### src/rtl/lcd_char_feeder_if.sv
// Handshake between the ALU result source and the LCD character feeder.
// The master drives result strobes; the slave (feeder) returns characters and status.
interface lcd_char_feeder_if;
   logic       iValid;
   logic [7:0] iData;
   logic       iMode;
   logic [7:0] oChar;
   logic       oCharValid;
   logic       oBusy;
   logic       oDropped;

   modport master (
      output iValid, iData, iMode,
      input  oChar, oCharValid, oBusy, oDropped
   );

   modport slave (
      input  iValid, iData, iMode,
      output oChar, oCharValid, oBusy, oDropped
   );
endinterface

### src/rtl/lcd_char_feeder.sv
// Converts each 8-bit ALU result to ASCII (3 decimal or 2 hex digits, optional space)
// and paces the characters to an LCD controller that has no ready handshake.
module lcd_char_feeder #(
   parameter int unsigned STARTUP_CYCLES = 1000000,
   parameter int unsigned GAP_CYCLES     = 100000,
   parameter bit          APPEND_SPACE   = 1'b1
) (
   input logic             Clock,
   input logic             Reset,
   lcd_char_feeder_if.slave bus
);

   localparam logic [7:0] SPACE = 8'h20;

   typedef enum logic [2:0] {
      ST_STARTUP,
      ST_IDLE,
      ST_CONVERT,
      ST_EMIT,
      ST_GAP
   } state_t;

   state_t      state_q;
   logic [31:0] cnt_q;
   logic [2:0]  bit_q;
   logic [7:0]  sh_q;
   logic [11:0] bcd_q;
   logic [7:0]  data_q;
   logic        mode_q;
   logic [1:0]  idx_q;
   logic [1:0]  last_q;
   logic [7:0]  chars_q [4];
   logic [7:0]  oChar_q;
   logic        oCharValid_q;
   logic        oBusy_q;

   logic [19:0] dabble;
   logic [11:0] bcd_d;
   logic [7:0]  sh_d;
   logic [7:0]  chars_d [4];
   logic [1:0]  last_d;

   function automatic logic [11:0] dabble_adjust(input logic [11:0] b);
      logic [11:0] r;
      r = b;
      for (int k = 0; k < 3; k++) begin
         if (r[4*k +: 4] >= 4'd5) r[4*k +: 4] = r[4*k +: 4] + 4'd3;
      end
      return r;
   endfunction

   function automatic logic [7:0] dec_ascii(input logic [3:0] n);
      return {4'h3, n};
   endfunction

   function automatic logic [7:0] hex_ascii(input logic [3:0] n);
      return (n < 4'd10) ? {4'h3, n} : (8'h37 + {4'h0, n});
   endfunction

   // One double-dabble step; on the last step bcd_d already holds the final digits.
   always_comb begin
      dabble = {dabble_adjust(bcd_q), sh_q} << 1;
      bcd_d  = dabble[19:8];
      sh_d   = dabble[7:0];
      for (int k = 0; k < 4; k++) chars_d[k] = SPACE;
      if (mode_q) begin
         chars_d[0] = hex_ascii(data_q[7:4]);
         chars_d[1] = hex_ascii(data_q[3:0]);
         last_d     = APPEND_SPACE ? 2'd2 : 2'd1;
      end else begin
         chars_d[0] = dec_ascii(bcd_d[11:8]);
         chars_d[1] = dec_ascii(bcd_d[7:4]);
         chars_d[2] = dec_ascii(bcd_d[3:0]);
         last_d     = APPEND_SPACE ? 2'd3 : 2'd2;
      end
   end

   always_ff @(posedge Clock) begin
      if (Reset) begin
         state_q      <= ST_STARTUP;
         cnt_q        <= '0;
         bit_q        <= '0;
         sh_q         <= '0;
         bcd_q        <= '0;
         data_q       <= '0;
         mode_q       <= 1'b0;
         idx_q        <= '0;
         last_q       <= '0;
         for (int k = 0; k < 4; k++) chars_q[k] <= '0;
         oChar_q      <= '0;
         oCharValid_q <= 1'b0;
         oBusy_q      <= 1'b1;
      end else begin
         oCharValid_q <= 1'b0;
         case (state_q)
            ST_STARTUP: begin
               if (cnt_q == 32'(STARTUP_CYCLES - 1)) begin
                  cnt_q   <= '0;
                  oBusy_q <= 1'b0;
                  state_q <= ST_IDLE;
               end else begin
                  cnt_q <= cnt_q + 32'd1;
               end
            end
            ST_IDLE: begin
               if (bus.iValid) begin
                  data_q  <= bus.iData;
                  mode_q  <= bus.iMode;
                  sh_q    <= bus.iData;
                  bcd_q   <= '0;
                  bit_q   <= '0;
                  oBusy_q <= 1'b1;
                  state_q <= ST_CONVERT;
               end
            end
            ST_CONVERT: begin
               sh_q  <= sh_d;
               bcd_q <= bcd_d;
               bit_q <= bit_q + 3'd1;
               // The pulse is registered on entry to EMIT so it is high exactly while in EMIT.
               if (bit_q == 3'd7) begin
                  chars_q      <= chars_d;
                  last_q       <= last_d;
                  idx_q        <= '0;
                  oChar_q      <= chars_d[0];
                  oCharValid_q <= 1'b1;
                  state_q      <= ST_EMIT;
               end
            end
            ST_EMIT: begin
               cnt_q   <= '0;
               state_q <= ST_GAP;
            end
            ST_GAP: begin
               if (cnt_q == 32'(GAP_CYCLES - 1)) begin
                  cnt_q <= '0;
                  if (idx_q < last_q) begin
                     idx_q        <= idx_q + 2'd1;
                     oChar_q      <= chars_q[idx_q + 2'd1];
                     oCharValid_q <= 1'b1;
                     state_q      <= ST_EMIT;
                  end else begin
                     oBusy_q <= 1'b0;
                     state_q <= ST_IDLE;
                  end
               end else begin
                  cnt_q <= cnt_q + 32'd1;
               end
            end
            default: state_q <= ST_STARTUP;
         endcase
      end
   end

   // oBusy_q mirrors "state != IDLE", so a strobe on the return-to-IDLE cycle is dropped too.
   assign bus.oDropped   = bus.iValid & oBusy_q;
   assign bus.oChar      = oChar_q;
   assign bus.oCharValid = oCharValid_q;
   assign bus.oBusy      = oBusy_q;

endmodule

### src/flat_wrapper.sv
// flat-port wrapper written by rule: the top's interface ports become plain ports
module lcd_char_feeder_flat 
#(
   parameter int unsigned STARTUP_CYCLES = 1000000,
   parameter int unsigned GAP_CYCLES     = 100000,
   parameter bit          APPEND_SPACE   = 1'b1
)
  (Clock, Reset, bus_iValid, bus_iData, bus_iMode, bus_oChar, bus_oCharValid, bus_oBusy, bus_oDropped);
  lcd_char_feeder_if bus_i ();
  input logic Clock;
  input logic Reset;
  input wire logic [$bits(bus_i.iValid)-1:0] bus_iValid;
  input wire logic [$bits(bus_i.iData)-1:0] bus_iData;
  input wire logic [$bits(bus_i.iMode)-1:0] bus_iMode;
  output wire logic [$bits(bus_i.oChar)-1:0] bus_oChar;
  output wire logic [$bits(bus_i.oCharValid)-1:0] bus_oCharValid;
  output wire logic [$bits(bus_i.oBusy)-1:0] bus_oBusy;
  output wire logic [$bits(bus_i.oDropped)-1:0] bus_oDropped;
  assign bus_i.iValid = bus_iValid;
  assign bus_i.iData = bus_iData;
  assign bus_i.iMode = bus_iMode;
  assign bus_oChar = bus_i.oChar;
  assign bus_oCharValid = bus_i.oCharValid;
  assign bus_oBusy = bus_i.oBusy;
  assign bus_oDropped = bus_i.oDropped;
  lcd_char_feeder #(.STARTUP_CYCLES(STARTUP_CYCLES), .GAP_CYCLES(GAP_CYCLES), .APPEND_SPACE(APPEND_SPACE)) u_core (.Clock(Clock), .Reset(Reset), .bus(bus_i));
endmodule
### config.mk
export PLATFORM = sky130hd
export DESIGN_NAME = lcd_char_feeder_flat
export DESIGN_NICKNAME = d
export VERILOG_FILES = /design/src/rtl/lcd_char_feeder_if.sv /design/src/rtl/lcd_char_feeder.sv /design/src/flat_wrapper.sv
export SDC_FILE = /design/constraint.sdc
export NUM_CORES = 1
export LEC_CHECK = 0
export ABC_AREA = 1
export CORE_MARGIN = 3
export CORE_UTILIZATION = 35
export DETAILED_ROUTE_END_ITERATION = 10
export GPL_TIMING_DRIVEN = 0
export PLACE_DENSITY = 0.56
export SLEW_MARGIN = 40
export SYNTH_ARGS = -nofsm -noshare
export SYNTH_HDL_FRONTEND = slang
export SYNTH_SLANG_ARGS = --single-unit
### constraint.sdc
create_clock -name Clock -period 1.41 [get_ports Clock]
set_input_delay 0.282 -clock Clock [delete_from_list [all_inputs] [get_ports Clock]]
set_output_delay 0.282 -clock Clock [all_outputs]
set_load 0.05 [all_outputs]
==> results.yml <==
run_status:
  run_status: "complete, but fails checks"
  violations: "setup timing"
detailed_routing:
  drt_iter0_drc: 324
  wl_per_cell_um: 14.5
  vias: 5182
  vias_per_cell: 4.91
  ant_nets: 0
  drc_errors: 0
  drtPass1Iterations: 5
  wl_um: 15300
critical_path:
  crit_cells: 11
  slowest_stage: "dfxtp_2"
  cp_data_arrival_time_ns: 1.88
  start_kind: "flop"
  ff2ff_setup_slack_ns: -0.22
  worst_path_most_repeated_cell: "nand2_2"
  crit_chain: "inv_1, nand2_1, nor2_2, nand2_2, nor2_2, nand2_2, nand2_2, nand3_2, nand2_4, buf_8, nor2_1"
  critical-path-max-stage-delay_ns: 0.34
  cp.required_ns: 1.66
  critPathMaxFanout: 7
  r2r-start: "u_core.cnt_q[26]"
  r2r-end: "u_core.cnt_q[3]"
  path_buf_inv: 2
  end_kind: "flop"
  cp_top_family: "simple AND/OR/NAND/NOR gates"
  r2r_cells: 11
  crit_start: "u_core.cnt_q[26]"
  endpoint: "u_core.cnt_q[3]"
  critPathKind: "flop to flop"
clock_network:
  cts_root_buf: "clkbuf_16"
  htreeDepth: 3
  cts.sinks: 98
  numCtsBuffers: 9
  ctsLongestPathBuffers: 2
  cts_tree: "built"
  path_clk_slew_ns: 0.07
  insertion_delay_ns: 0.36
  holdBufCountCts: 0
yosys:
  synth.most_common_cell: "nand2_1"
  synth_xor_area_share_pct: 3.82
  synth-compound-area-share_pct: 12.5
  yosys-top-cells-count: "nand2_1 (195), nor2_1 (119), dfxtp_1 (98), inv_1 (92), a21oi_1 (46)"
  synth_area_um2: 5270
  synth_fa_ha_area_share_pct: 2.85
  yosys_warnings: 0
  ys_ff_latch: 98
  synth_cell_types: 47
  synthTopCellsByArea: "dfxtp_1 (37%), nand2_1 (14%), nor2_1 (8.5%), inv_1 (6.6%), a21oi_1 (4.4%)"
  synthSimpleGateAreaFrac_pct: 34.0
  synth_top_family_by_area: "simple AND/OR/NAND/NOR gates"
  synth-main-ff-cell: "dfxtp_1"
  synth_seq_area_share_pct: 37.2
  async_reset_ff_share_pct: 0
  synth.area.mux_share_pct: 0.190
  synth_top_cell_by_area: "dfxtp_1"
  avgSynthCellArea_um2: 6.76
  syn_nets: 803
  syn_inst: 779
  synth_edf_count: 0
  synth_top_cell_area_share_pct: 37.2
floorplan:
  rows: 44
  design.die.area_um2: 16600
  core_area_um2: 14600
  start_util_pct: 36.0
  boundaryPins: 23
  dieHeight_um: 129
  die-width_um: 129
finish:
  drive_above_1_share_pct: 35.8
  syn2layout_area_growth_pct: 41.1
  final_nets: 890
  diodes: 0
  fin_util_pct: 50.8
timing:
  clock.fmax_mhz: 614
  setup_viol: 71
  fin_skew_ns: 0.00693
  worst_slack_ns: -0.218
  drv_slew: 0
  period_needed_ns: 1.63
  min_period_over_period_pct: 115
  hold_slack_ns: 0.443
  hold_violations: 0
  fin_tns_setup_ns: -9.43
  rsz0062_at_grt: "true"
  tightest_slew_ns: 0.692
  relSlewSlack_pct: 53.9
pwr:
  leakage_uw: 0.00292
  clockPowerShare_pct: 31.7
  netSwitchingPower_uw: 2970
  netSwitchingFraction_pct: 34.1
  p_seq_share_pct: 35.4
  ir_drop_v: 0.000714
  powerDensity_nw_per_um2: 1170
  comb_power_share_pct: 32.9
  p_int_uw: 5760
placed_design:
  dpl.hpwl_um: 9990
  portBuffers: 20
  place.gp.congestion: 0.842
global_routing:
  grt_overflow: 0
  track_usage_pct: 17.7
  antenna_found_initial: 0
  grt_pass1_vias: 4698
  grt_pass1_wl_um: 23500
  grt_max_degree: 17
flow_run:
  drv_cap: 0
min_path:
  hold_class: "input pin to flop"
  hp-start: "Reset"
kinds of logic (layout without fill, tap and decap cells):
group                    Yosys count  count (layout)
XOR/XNOR                          23              23
other                              1               1
multiplexers                       1               1
adder cells (fa/ha/maj)           12              12
AO/OA/AOI/OAI                    118             118
AND/OR/NAND/NOR                  404             404
buffers and inverters            122             214
flip-flops                        98              98
what timing repair did:
action	CTS	global route
endpoints found under the hold margin	0	0
endpoints found under the setup margin	98	92
setup buffers	28	23
gates cloned	3	4
pin swaps	37	61
gates resized for setup	136	193
sequential cells by signal (all words and copies together) (netlist names), 2 cells and up:
name,count
u_core.chars_q,18
u_core.bcd_q,12
u_core.bus.oChar,7
u_core.sh_q,8
u_core.last_q,2
u_core.idx_q,2
u_core.state_q,3
u_core.cnt_q,32
u_core.bit_q,3
u_core.data_q,8
placed cells by master, fill, tap and decap left out, drive strengths merged, types with 2 or more instances in the layout:
cell type,netlist,final
a21oi,46,46
a22oi,3,3
a31oi,12,12
buf,16,70
bufinv,0,2
clkbuf,7,21
clkdlybuf4s15,0,8
clkdlybuf4s50,0,9
clkinv,1,2
clkinvlp,0,3
dfxtp,98,98
ha,12,12
inv,98,98
nand2,199,199
nand3,37,37
nand3b,12,12
nand4,12,12
nor2,127,127
nor3,8,8
nor4,4,4
o211ai,8,8
o21a,2,2
o21ai,39,39
o22ai,3,3
or2,4,4
xor2,23,23
power groups by stage:
| stage | Combinational [uW] | Clock (uW) | Sequential, uW |
|---|---|---|---|
| after detailed placement | 1780 | 0 | 3150 |
| after global routing | 3100 | 2930 | 3120 |
| final | 2870 | 2760 | 3090 |
| after floorplan | 1260 | 0 | 3180 |
| after CTS | 2050 | 2790 | 3100 |
| after global placement | 1770 | 0 | 3140 |
layout make-up:
type                            count  area [um^2]
Clock buffer                       10          239
Tap cell                          184          230
Inverter                           99          414
Fill cell                        1396         7210
Clock inverter                      6         88.8
Multi-Input combinational cell    559         3520
Timing Repair Buffer               76          734
Sequential cell                    98         2030
Buffer                             23          184
stage by stage:
step	setup slack [ns]	area [um^2]	power, uW	instances
3_3_place_gp	-0.592	5750	4910	983
3_5_place_dp	-0.606	5750	4930	983
5_1_grt	-0.322	7440	9150	1055
6_report	-0.218	7440	8730	1055
4_1_cts	-0.213	6620	7940	1029
2_1_floorplan	-0.0508	5320	4440	779
how the worst min path moves through the flow:
stage / end / slack, ns / depth (start not counted)
after floorplan: u_core.bit_q[0] / 0.43 / 1
after global placement: u_core.bcd_q[7] / 0.45 / 2
after detailed placement: u_core.bcd_q[7] / 0.46 / 2
after CTS: u_core.chars_q[19] / 0.42 / 2
after global routing: u_core.chars_q[19] / 0.45 / 2
final: u_core.chars_q[19] / 0.44 / 2
layer usage:
layer	vias up	GRT usage, %	wire, um
li1	2671	-	-
met1	2396	25.0	7350
met2	97	26.9	7130
met3	18	3.86	528
met4	0	5.44	240
met5	-	0	0
No activity file was read; power rests on OpenSTA's default activity.
